===== config.mk =====
export PLATFORM = sky130hd
export DESIGN_NAME = pipe_hazard_ctrl
export DESIGN_NICKNAME = d
export VERILOG_FILES = /design/src/rtl/pipe_hazard_ctrl.sv
export SDC_FILE = /design/constraint.sdc
export NUM_CORES = 1
export LEC_CHECK = 0
export ABC_AREA = 0
export CAP_MARGIN = 15
export CORE_ASPECT_RATIO = 0.9
export CORE_UTILIZATION = 46
export DETAILED_ROUTE_END_ITERATION = 8
export PLACE_DENSITY_LB_ADDON = 0.3
export SKIP_CTS_REPAIR_TIMING = 1
export SLEW_MARGIN = 20
export SYNTH_ARGS = -nofsm -noshare
export SYNTH_HDL_FRONTEND = slang
export SYNTH_SLANG_ARGS = --single-unit

===== constraint.sdc =====
create_clock -name clk -period 5.28 [get_ports clk]
set_input_delay 1.056 -clock clk [delete_from_list [all_inputs] [get_ports clk]]
set_output_delay 1.056 -clock clk [all_outputs]
set_load 0.02 [all_outputs]

===== src/rtl/pipe_hazard_ctrl.sv =====
// rtl/pipe_hazard_ctrl.sv - stall/flush sequencer for the 5-stage pipeline
module pipe_hazard_ctrl #(
  parameter int MEM_TIMEOUT = 16,
  parameter int CNT_W       = 32
) (
  input  logic             clk,
  input  logic             rst_n,
  input  logic             ex_is_load_i,
  input  logic [4:0]       ex_rd_i,
  input  logic [4:0]       id_rs1_i,
  input  logic [4:0]       id_rs2_i,
  input  logic             id_rs1_re_i,
  input  logic             id_rs2_re_i,
  input  logic             ex_jump_i,
  input  logic [31:0]      ex_jump_addr_i,
  input  logic             mem_req_i,
  input  logic             mem_ready_i,
  output logic             hold_pc_o,
  output logic             hold_if_id_o,
  output logic             hold_id_ex_o,
  output logic             hold_ex_mem_o,
  output logic             flush_if_id_o,
  output logic             flush_id_ex_o,
  output logic             bubble_mem_wb_o,
  output logic             jump_o,
  output logic [31:0]      jump_addr_o,
  output logic             mem_timeout_o,
  output logic [CNT_W-1:0] stall_cnt_o,
  output logic [CNT_W-1:0] flush_cnt_o
);

  // wait_cnt never exceeds MEM_TIMEOUT-1
  localparam int WC_W = $clog2(MEM_TIMEOUT);
  localparam logic [WC_W-1:0] WC_LAST = WC_W'(MEM_TIMEOUT - 1);
  localparam logic [WC_W-1:0] WC_ONE  = WC_W'(1);

  typedef enum logic {
    ST_RUN      = 1'b0,
    ST_MEM_WAIT = 1'b1
  } state_t;

  state_t          state_q, state_d;
  logic [WC_W-1:0] wait_cnt_q, wait_cnt_d;

  logic load_use;
  logic mem_released;
  logic hold_all;
  logic bubble;
  logic do_jump;
  logic do_load_use;
  logic timeout_evt;

  // A dropped request while waiting is a protocol error and counts as completion
  assign mem_released = mem_ready_i | ~mem_req_i;

  assign load_use = ex_is_load_i && (ex_rd_i != 5'd0) &&
                    ((id_rs1_re_i && (id_rs1_i == ex_rd_i)) ||
                     (id_rs2_re_i && (id_rs2_i == ex_rd_i)));

  // Hazard resolution: outstanding memory wait first, then new mem stall, jump, load-use
  always_comb begin
    hold_all    = 1'b0;
    bubble      = 1'b0;
    do_jump     = 1'b0;
    do_load_use = 1'b0;
    timeout_evt = 1'b0;
    state_d     = ST_RUN;
    wait_cnt_d  = '0;
    if ((state_q == ST_MEM_WAIT) && !mem_released) begin
      if (wait_cnt_q == WC_LAST) begin
        // Give up on the access: let the pipe move and squash the MEM result
        bubble      = 1'b1;
        timeout_evt = 1'b1;
      end else begin
        hold_all   = 1'b1;
        bubble     = 1'b1;
        state_d    = ST_MEM_WAIT;
        wait_cnt_d = wait_cnt_q + 1'b1;
      end
    end else if (mem_req_i && !mem_ready_i) begin
      hold_all   = 1'b1;
      bubble     = 1'b1;
      state_d    = ST_MEM_WAIT;
      wait_cnt_d = WC_ONE;
    end else if (ex_jump_i) begin
      // A jump squashes the younger instructions, so any load-use stall is moot
      do_jump = 1'b1;
    end else if (load_use) begin
      do_load_use = 1'b1;
    end
  end

  // Pipeline controls act in the same cycle; all of them are quiet during reset
  always_comb begin
    hold_pc_o       = rst_n & (hold_all | do_load_use);
    hold_if_id_o    = rst_n & (hold_all | do_load_use);
    hold_id_ex_o    = rst_n & hold_all;
    hold_ex_mem_o   = rst_n & hold_all;
    flush_if_id_o   = rst_n & do_jump;
    flush_id_ex_o   = rst_n & (do_jump | do_load_use);
    bubble_mem_wb_o = rst_n & bubble;
    jump_o          = rst_n & do_jump;
    jump_addr_o     = rst_n ? ex_jump_addr_i : 32'd0;
  end

  // Sequencer state, wait counter and the registered timeout pulse
  always_ff @(posedge clk or negedge rst_n) begin
    if (!rst_n) begin
      state_q       <= ST_RUN;
      wait_cnt_q    <= '0;
      mem_timeout_o <= 1'b0;
    end else begin
      state_q       <= state_d;
      wait_cnt_q    <= wait_cnt_d;
      mem_timeout_o <= timeout_evt;
    end
  end

  // Saturating performance counters for stalled and redirected cycles
  always_ff @(posedge clk or negedge rst_n) begin
    if (!rst_n) begin
      stall_cnt_o <= '0;
      flush_cnt_o <= '0;
    end else begin
      if (hold_pc_o && (stall_cnt_o != {CNT_W{1'b1}}))
        stall_cnt_o <= stall_cnt_o + 1'b1;
      if (jump_o && (flush_cnt_o != {CNT_W{1'b1}}))
        flush_cnt_o <= flush_cnt_o + 1'b1;
    end
  end

endmodule


# After elaboration in Yosys (flattened, before gate mapping)
# Cells that the tools add are included.
totals:
  reg_bits: 70
  out_inout_bits: 105
  elab_cells: 51
op_classes:
  add_sub_neg: 3
  eq_ne: 5
  muxes: 17
  bitwise: 9
  reduce_logical: 12
op_table:
  columns: ["operator", "n"]
  rows:
  - ["$add 32x1->32 const B", 2]
  - ["$ne 32x32->1 const B", 2]
  - ["$mux 32", 1]
  - ["$mux 1", 14]
  - ["$eq 5x5->1", 2]
  - ["$logic_and 1x1->1", 8]
  - ["$mux 4", 2]
  - ["$and 1x1->1", 5]
  - ["$reduce_bool 5->1", 1]
  - ["$add 4x1->4 const B", 1]
  - ["$eq 4x4->1 const B", 1]
  - ["$or 1x1->1", 3]
  - ["$logic_not 1->1", 2]
  - ["$logic_or 1x1->1", 1]
  - ["$not 1->1", 1]

# Depth between registers and ports, before layout
# Gate-level depths: netlist of run 1.
depth:
  word_depth: 11
  mapped_depth: 8
  depth_no_buf: 7

# Least setup slack after synthesis of run 1
# OpenSTA, ideal clock, no wires.
synth_path:
  kind: "input port to output port"
  from: "input port ex_rd_i[1]"
  to: "output port hold_pc_o"
  arrival_time_ps: 2604
  setup_slack_ps: 1620
  path_stages: 7
  n_path_buf: 2
  path_cell_list: "or4_1 > nor2_1 > nor4_1 > a21oi_1 > clkbuf_1 > inv_1 > buf_4"
synth_via:
  elab_chain_len: 10
  elab_cells_between_ends: 14
  classes_between: "eq/ne (2); mux (4); bitwise (2); reduce/logical (6)"
synth_rtl:
  columns: ["item", "line", "text"]
  rows:
  - ["start, declared", "9", "input logic [4:0] ex_rd_i,"]
  - ["$eq 5x5->1 (on tied branches)", "57, 58", null]
  - ["$logic_and 1x1->1 (on tied branches)", "57, 58", null]
  - ["$logic_or 1x1->1", "57", "((id_rs1_re_i && (id_rs1_i == ex_rd_i)) ||"]
  - ["$logic_and 1x1->1 *", "56", "assign load_use = ex_is_load_i && (ex_rd_i != 5'd0) &&"]
  - ["$mux 1 *", "88", "end else if (load_use) begin"]
  - ["$mux 1 *", "85", "end else if (ex_jump_i) begin"]
  - ["$mux 1 *", "80", "end else if (mem_req_i && !mem_ready_i) begin"]
  - ["$mux 1 *", "69", "if ((state_q == ST_MEM_WAIT) && !mem_released) begin"]
  - ["$or 1x1->1 *", null, null]
  - ["$and 1x1->1 *", null, null]
  - ["end, declared", "18", "output logic hold_pc_o,"]
# Every way passes the cells marked *; elsewhere a longest branch is shown, timed or not.

# Worst setup path after layout of run 1
layout_path:
  from: "input port ex_rd_i[1]"
  to: "output port hold_pc_o"
layout_via:
  elab_chain_len: 10
  elab_cells_between_ends: 14
  classes_between: "eq/ne (2); mux (4); bitwise (2); reduce/logical (6)"
layout_rtl:
  columns: ["item", "line", "text"]
  rows:
  - ["$eq 5x5->1 (on tied branches)", "57, 58", null]
  - ["$logic_and 1x1->1 (on tied branches)", "57, 58", null]
  - ["$logic_or 1x1->1", "57", null]
  - ["$logic_and 1x1->1 *", "56", null]
  - ["$mux 1 *", "88", null]
  - ["$mux 1 *", "85", null]
  - ["$mux 1 *", "80", null]
  - ["$mux 1 *", "69", null]
  - ["$or 1x1->1 *", "95", "hold_pc_o = rst_n & (hold_all | do_load_use);"]
  - ["$and 1x1->1 *", "95", null]
# Marked as above.

==> impl_metrics.yaml, run 1 <==
route:
  drcViolationCount: 0
  highest_layer: "met4"
  final_antenna_net_count: 0
  wl_met3_um: 589
  drt_iter0_markers: 97
  firstDrtPassIters: 4
  met1_length_um: 4300
  wire_per_inst_um: 15.5
  wl_met2_um: 4930
  routed_via_density: 5.29
  wl_um: 9940
  vias: 3383
critical_path:
  r2r_slack_ns: 2.68
  worst-setup-path-type: "in -> out"
  crit_chain: "clkdlybuf4s50_1 > or4_1 > nor2_1 > nor4_1 > a21oi_1 > buf_4 > inv_1 > clkdlybuf4s50_1"
  slowest_delay_ns: 0.56
  reg2regPathDepth: 6
  r2r-end: "stall_cnt_o[1]"
  critPathRequiredTime_ns: 4.22
  end_kind: "output pin"
  cp.arrival_ns: 3.29
  worst-path-max-fanout: 11
  cpMostUsedCell: "clkdlybuf4s50_1"
  reg2reg_from: "stall_cnt_o[2]"
  cp-start-kind: "input pin"
  slowest_stage: "or4_1"
clocking:
  clk_pin_slew_worst_paths_ns: 0.07
  cts_tree: "yes"
  clock_sinks: 70
  root_buffer: "clkbuf_8"
  clk_path_buf_depth: 2
  ctsHtreeMaxLevel: 3
  cts_buffers: 9
  clk_latency_ns: 0.34
timing:
  drv_slew: 0
  max_slew_margin_pct: 43.5
  finalClockSkew_ns: 0.0102
  period_needed_ns: 4.34
  fin_tns_setup_ns: 0
  rsz0062_at_grt: "false"
  finalCritPeriodShare_pct: 82.2
  max_slew.worst_pin.slew_ns: 0.836
  setup_viol: 0
  fmax_mhz: 230
  hold_violations: 0
  finalWorstSetupSlack_ns: 0.938
finish:
  multi_input_area_um2: 1870
  drive_gt1_share_pct: 5.16
  antenna_cells: 0
  seq_area_um2: 1750
  nets: 596
  n_fill_cell: 590
  area_delta_synth_final_pct: 51.8
  layout_commonest_cell: "clkdlybuf4s50_1"
  most-common-layout-cells: "158 x clkdlybuf4s50_1, 70 x dfrtp_1, 39 x xnor2_1, 36 x and2_1, 34 x xor2_1"
logic_synthesis:
  synthSimpleGateAreaFrac_pct: 29.1
  muxShareOfSynthArea_pct: 0.706
  synthArstFlopShare_pct: 100
  syn_inst: 375
  synth_xor_area_share_pct: 17.2
  synth_seq_cells: 70
  synth_top_family_by_area: "simple AND/OR/NAND/NOR gates"
  ys.flop_type: "dfrtp_1"
  ys_warn_count: 0
  avgSynthCellArea_um2: 9.92
  syn_nets: 433
  synth-adder-area-share_pct: 1.01
  synth_edf_count: 0
  synth_seq_area_share_pct: 47.1
  synth_cell_type_count: 40
  synth_compound_area_share_pct: 2.15
  synth_area_um2: 3720
floorplan:
  fp.dieH_um: 87.3
  start_util_pct: 48.3
  dieArea_um2: 8450
  die_x_um: 96.8
  io_pins: 160
  core-area_um2: 7690
  fp-row-count: 30
run:
  cap_violations: 0
status:
  status: "finished, final reports clean"
place:
  place_ws_ns: 0.967
  port_buffers: 159
  dp_hpwl_um: 7560
  place.gp.congestion: 0.831
power:
  p_per_area_nw_per_um2: 253
  total_power_w: 0.00143
  p_leak_nw: 2.47
  max-vdd-ir-drop_v: 0.000180
hold_path:
  min_path_type: "reg -> reg"
  whs_path_depth: 1
  hold_start: "stall_cnt_o[27]"
  holdPathEnd: "stall_cnt_o[27]"
global_routing:
  grt_remaining_overflow: 0
  antenna_found_initial: 0
  grt_pass1_vias: 3291
  grt_max_degree: 41
  grt_util_all_layers_pct: 24.0
  grt_pass1_wl_um: 16300
how the worst max path moves through the flow:
stage          slack [ns]       start  cells past startpoint         to
2_1_floorplan        1.62  ex_rd_i[1]                      7  hold_pc_o
3_3_place_gp         0.98  ex_rd_i[1]                      8  hold_pc_o
3_5_place_dp         0.97  ex_rd_i[1]                      8  hold_pc_o
4_1_cts              0.96  ex_rd_i[1]                      8  hold_pc_o
5_1_grt              0.87  ex_rd_i[1]                      8  hold_pc_o
6_report             0.94  ex_rd_i[1]                      8  hold_pc_o
state kept, by name, summed over array words and instances (netlist names):
name and cells:
mem_timeout_o 1, flush_cnt_o 32, state_q 1, wait_cnt_q 4, stall_cnt_o 32
critical path: cells and delay by family:
kind / cells / cell delay [ns]
AO/OA/AOI/OAI: 1 / 0.15
AND/OR/NAND/NOR: 3 / 0.80
buffers and inverters: 4 / 1.27
Yosys cell counts (2+ instances only):
cell type	count	area (um^2)
dfrtp_1	70	1750
xnor2_1	39	342
and2_1	36	225
xor2_1	34	298
nand3_1	32	160
nand2_1	28	105
nor2_1	21	78.8
nor3_1	16	80.1
nand4_1	14	87.6
and3_1	11	68.8
inv_1	11	41.3
nor4_1	9	56.3
and4_1	8	70.1
a21oi_1	4	20.0
buf_4	4	30.0
clkbuf_1	4	15.0
buf_2	3	15.0
ha_1	3	37.5
nor4b_1	3	26.3
nand2b_1	2	12.5
o21ai_0	2	10.0
or4_1	2	15.0
or4_4	2	22.5
stage by stage:
stage          instances  utilization (%)  hold WS (ns)  cell area [um^2]
6_report             639             73.4         0.490              5650
3_5_place_dp         622             70.1         0.485              5390
5_1_grt              639             73.4         0.523              5650
3_3_place_gp         622             70.1         0.475              5390
2_1_floorplan        375                -         0.455              3720
4_1_cts              638             73.3         0.494              5640
logic make-up (layout without fill, tap and decap cells):
kind of cell / count (synthesis) / in the layout
buffers and inverters: 22 / 190
flip-flops: 70 / 70
XOR/XNOR: 73 / 73
adder cells (fa/ha/maj): 3 / 3
multiplexers: 2 / 2
AND/OR/NAND/NOR: 193 / 193
AO/OA/AOI/OAI: 12 / 12
metal layers:
layer / up-vias / track usage (%)
met5: - / 0
met4: 0 / 5.29
met3: 13 / 7.30
met2: 116 / 40.1
met1: 1640 / 31.1
li1: 1614 / -
area by class of cell:
cell class	instances	area share, %
Multi-Input combinational cell	283	33.1
Tap cell	96	2.13
Clock buffer	11	2.50
Sequential cell	70	31.0
Timing Repair Buffer	163	28.7
Inverter	11	0.731
Clock inverter	5	1.88
report_power, final:
group	leakage [nW]	total, W	switching (W)	internal (W)
clock	0.120	0.000526	0.000198	0.000328
sequential	0.943	0.000611	0.0000446	0.000567
combinational	1.41	0.000291	0.000134	0.000157
No activity file was read; power rests on OpenSTA's default activity.
==> run 2: changes to the inputs <==
CORE_UTILIZATION = 43   (was 46)
clock period = 4.3 ns   (was 5.28 ns; I/O delays follow)
==> run 2 against run 1 <==
Against the previous run: routed wire length about the same; clock power is 16% higher; sequential cell count stayed put; non-clock buffer count unchanged; die area increased by 6.8%; global-route usage down 0.89 points; combinational power up 22%; count of clock-buffer cells in the layout is the same; clock skew up 0.0021 ns; register-to-register slack worse by 1.1 ns.
==> impl_metrics.yaml, run 2 (synthesis gave the netlist of run 1 again) <==
timing:
  hold_violations: 0
  max_slew_margin_pct: 45.0
  drv_slew: 0
  finalCritPeriodShare_pct: 88.6
  rsz0062_at_grt: "false"
  fin_tns_setup_ns: 0
  finalClockSkew_ns: 0.0123
  setup_viol: 0
  period_needed_ns: 3.81
  finalWorstSetupSlack_ns: 0.489
  fmax_mhz: 262
  max_slew.worst_pin.slew_ns: 0.814
place:
  place.gp.congestion: 0.802
  dp_hpwl_um: 7440
  place_ws_ns: 0.500
  port_buffers: 159
  post-place-cells: 641
clocking:
  clk_path_buf_depth: 2
  clk_latency_ns: 0.34
  clock_sinks: 70
  clk_pin_slew_worst_paths_ns: 0.08
  cts_tree: "yes"
  root_buffer: "clkbuf_8"
  ctsHtreeMaxLevel: 3
  cts_buffers: 9
critical_path:
  worst-setup-path-type: "in -> out"
  r2r-end: "stall_cnt_o[1]"
  end_kind: "output pin"
  reg2regPathDepth: 6
  worst-path-max-fanout: 3
  cp-start-kind: "input pin"
  r2r_slack_ns: 1.59
  critPathRequiredTime_ns: 3.44
  cp.arrival_ns: 2.95
  reg2reg_from: "stall_cnt_o[2]"
route:
  drt_iter0_markers: 215
  routed_via_density: 4.99
  drcViolationCount: 0
  wl_um: 9930
  firstDrtPassIters: 4
  wire_per_inst_um: 15.1
  vias: 3283
  final_antenna_net_count: 0
floorplan:
  dieArea_um2: 9030
  fp.dieH_um: 90.2
  io_pins: 160
  core-area_um2: 8220
  die_x_um: 100
  fp-row-count: 31
  start_util_pct: 45.2
run:
  cap_violations: 0
finish:
  largestRegisters: "flush_cnt_o: 32 flops, stall_cnt_o: 32 flops, wait_cnt_q: 4 flops"
  n_fill_cell: 690
  nets: 596
  layout_commonest_cell: "clkdlybuf4s50_1"
  multi_input_area_um2: 1870
  utilization_pct: 68.8
  stdcell_count: 658
  seq_area_um2: 1750
  area_delta_synth_final_pct: 52.0
  drive_gt1_share_pct: 5.34
  most-common-layout-cells: "158 x clkdlybuf4s50_1, 70 x dfrtp_1, 39 x xnor2_1, 36 x and2_1, 34 x xor2_1"
  antenna_cells: 0
power:
  switchingPower_w: 0.000468
  p_leak_nw: 2.46
  combPwrFrac_pct: 20.7
  p_per_area_nw_per_um2: 303
  seqPwrFrac_pct: 43.8
  internal_power_w: 0.00125
  power_frac_clock_pct: 35.5
  total_power_w: 0.00171
  switching_share_pct: 27.3
  max-vdd-ir-drop_v: 0.000277
status:
  status: "finished, final reports clean"
global_routing:
  grt_pass1_vias: 3218
  antenna_found_initial: 0
  use_met3_pct: 6.69
  grtUsageMet1_pct: 31.0
  met2_usage_pct: 37.8
  grt_max_degree: 51
  top_usage_layer: "met2"
  grt_pass1_wl_um: 16600
  grt_util_all_layers_pct: 23.2
  grt_remaining_overflow: 0
hold_path:
  min_path_type: "in -> async"
==> run 2: cell types whose count changed in the layout (fill, tap and decap cells not counted), sizes merged <==
cell and change:
clkinv +1, bufinv -1
==> run 2: worst max-delay path by stage <==
stage / start / end / cells after the start
floorplan: ex_rd_i[1] / hold_pc_o / 7
global placement: ex_rd_i[1] / hold_if_id_o / 7
detailed placement: ex_rd_i[1] / hold_if_id_o / 7
CTS: ex_rd_i[1] / hold_if_id_o / 7
global route: ex_rd_i[1] / hold_if_id_o / 7
finish: ex_rd_i[1] / hold_if_id_o / 7
==> run 2: final cells by class <==
| cell class | instances | area share (%) |
|---|---|---|
| well taps | 115 | 2.54 |
| flip-flops and latches | 70 | 31.0 |
| multi-input cells | 283 | 33.0 |
| inverters | 11 | 0.730 |
| clock buffers | 11 | 2.68 |
| clock inverters | 5 | 1.44 |
| repair buffers | 163 | 28.6 |
==> run 2: power groups by stage <==
stage | logic, W | clock network [W] | registers [W]
6_report | 0.000355 | 0.000609 | 0.000750
3_3_place_gp | 0.000351 | 0 | 0.000759
4_1_cts | 0.000359 | 0.000620 | 0.000749
5_1_grt | 0.000383 | 0.000645 | 0.000757
3_5_place_dp | 0.000356 | 0 | 0.000761
2_1_floorplan | 0.000121 | 0 | 0.000796
==> run 2: stage by stage <==
step	hold slack (ns)	area (um^2)
final	0.463	5660
after global routing	0.463	5660
after CTS	0.447	5650
after detailed placement	0.486	5420
after global placement	0.471	5420
after floorplan	0.455	3720
==> run 2: worst max-delay path, cell delays in order <==
cell and delay [ns]:
clkdlybuf4s50_1 0.47, or4_1 0.54, nor2_1 0.15, nor4_1 0.09, a21oi_1 0.20, inv_1 0.10, clkdlybuf4s50_1 0.54
==> run 2: layer usage <==
| metal | vias to the layer above | part of all wire [%] |
|---|---|---|
| met4 | 0 | 0.88 |
| met2 | 89 | 49 |
| met1 | 1573 | 45 |
| met5 | - | 0 |
| li1 | 1611 | - |
| met3 | 10 | 4.8 |
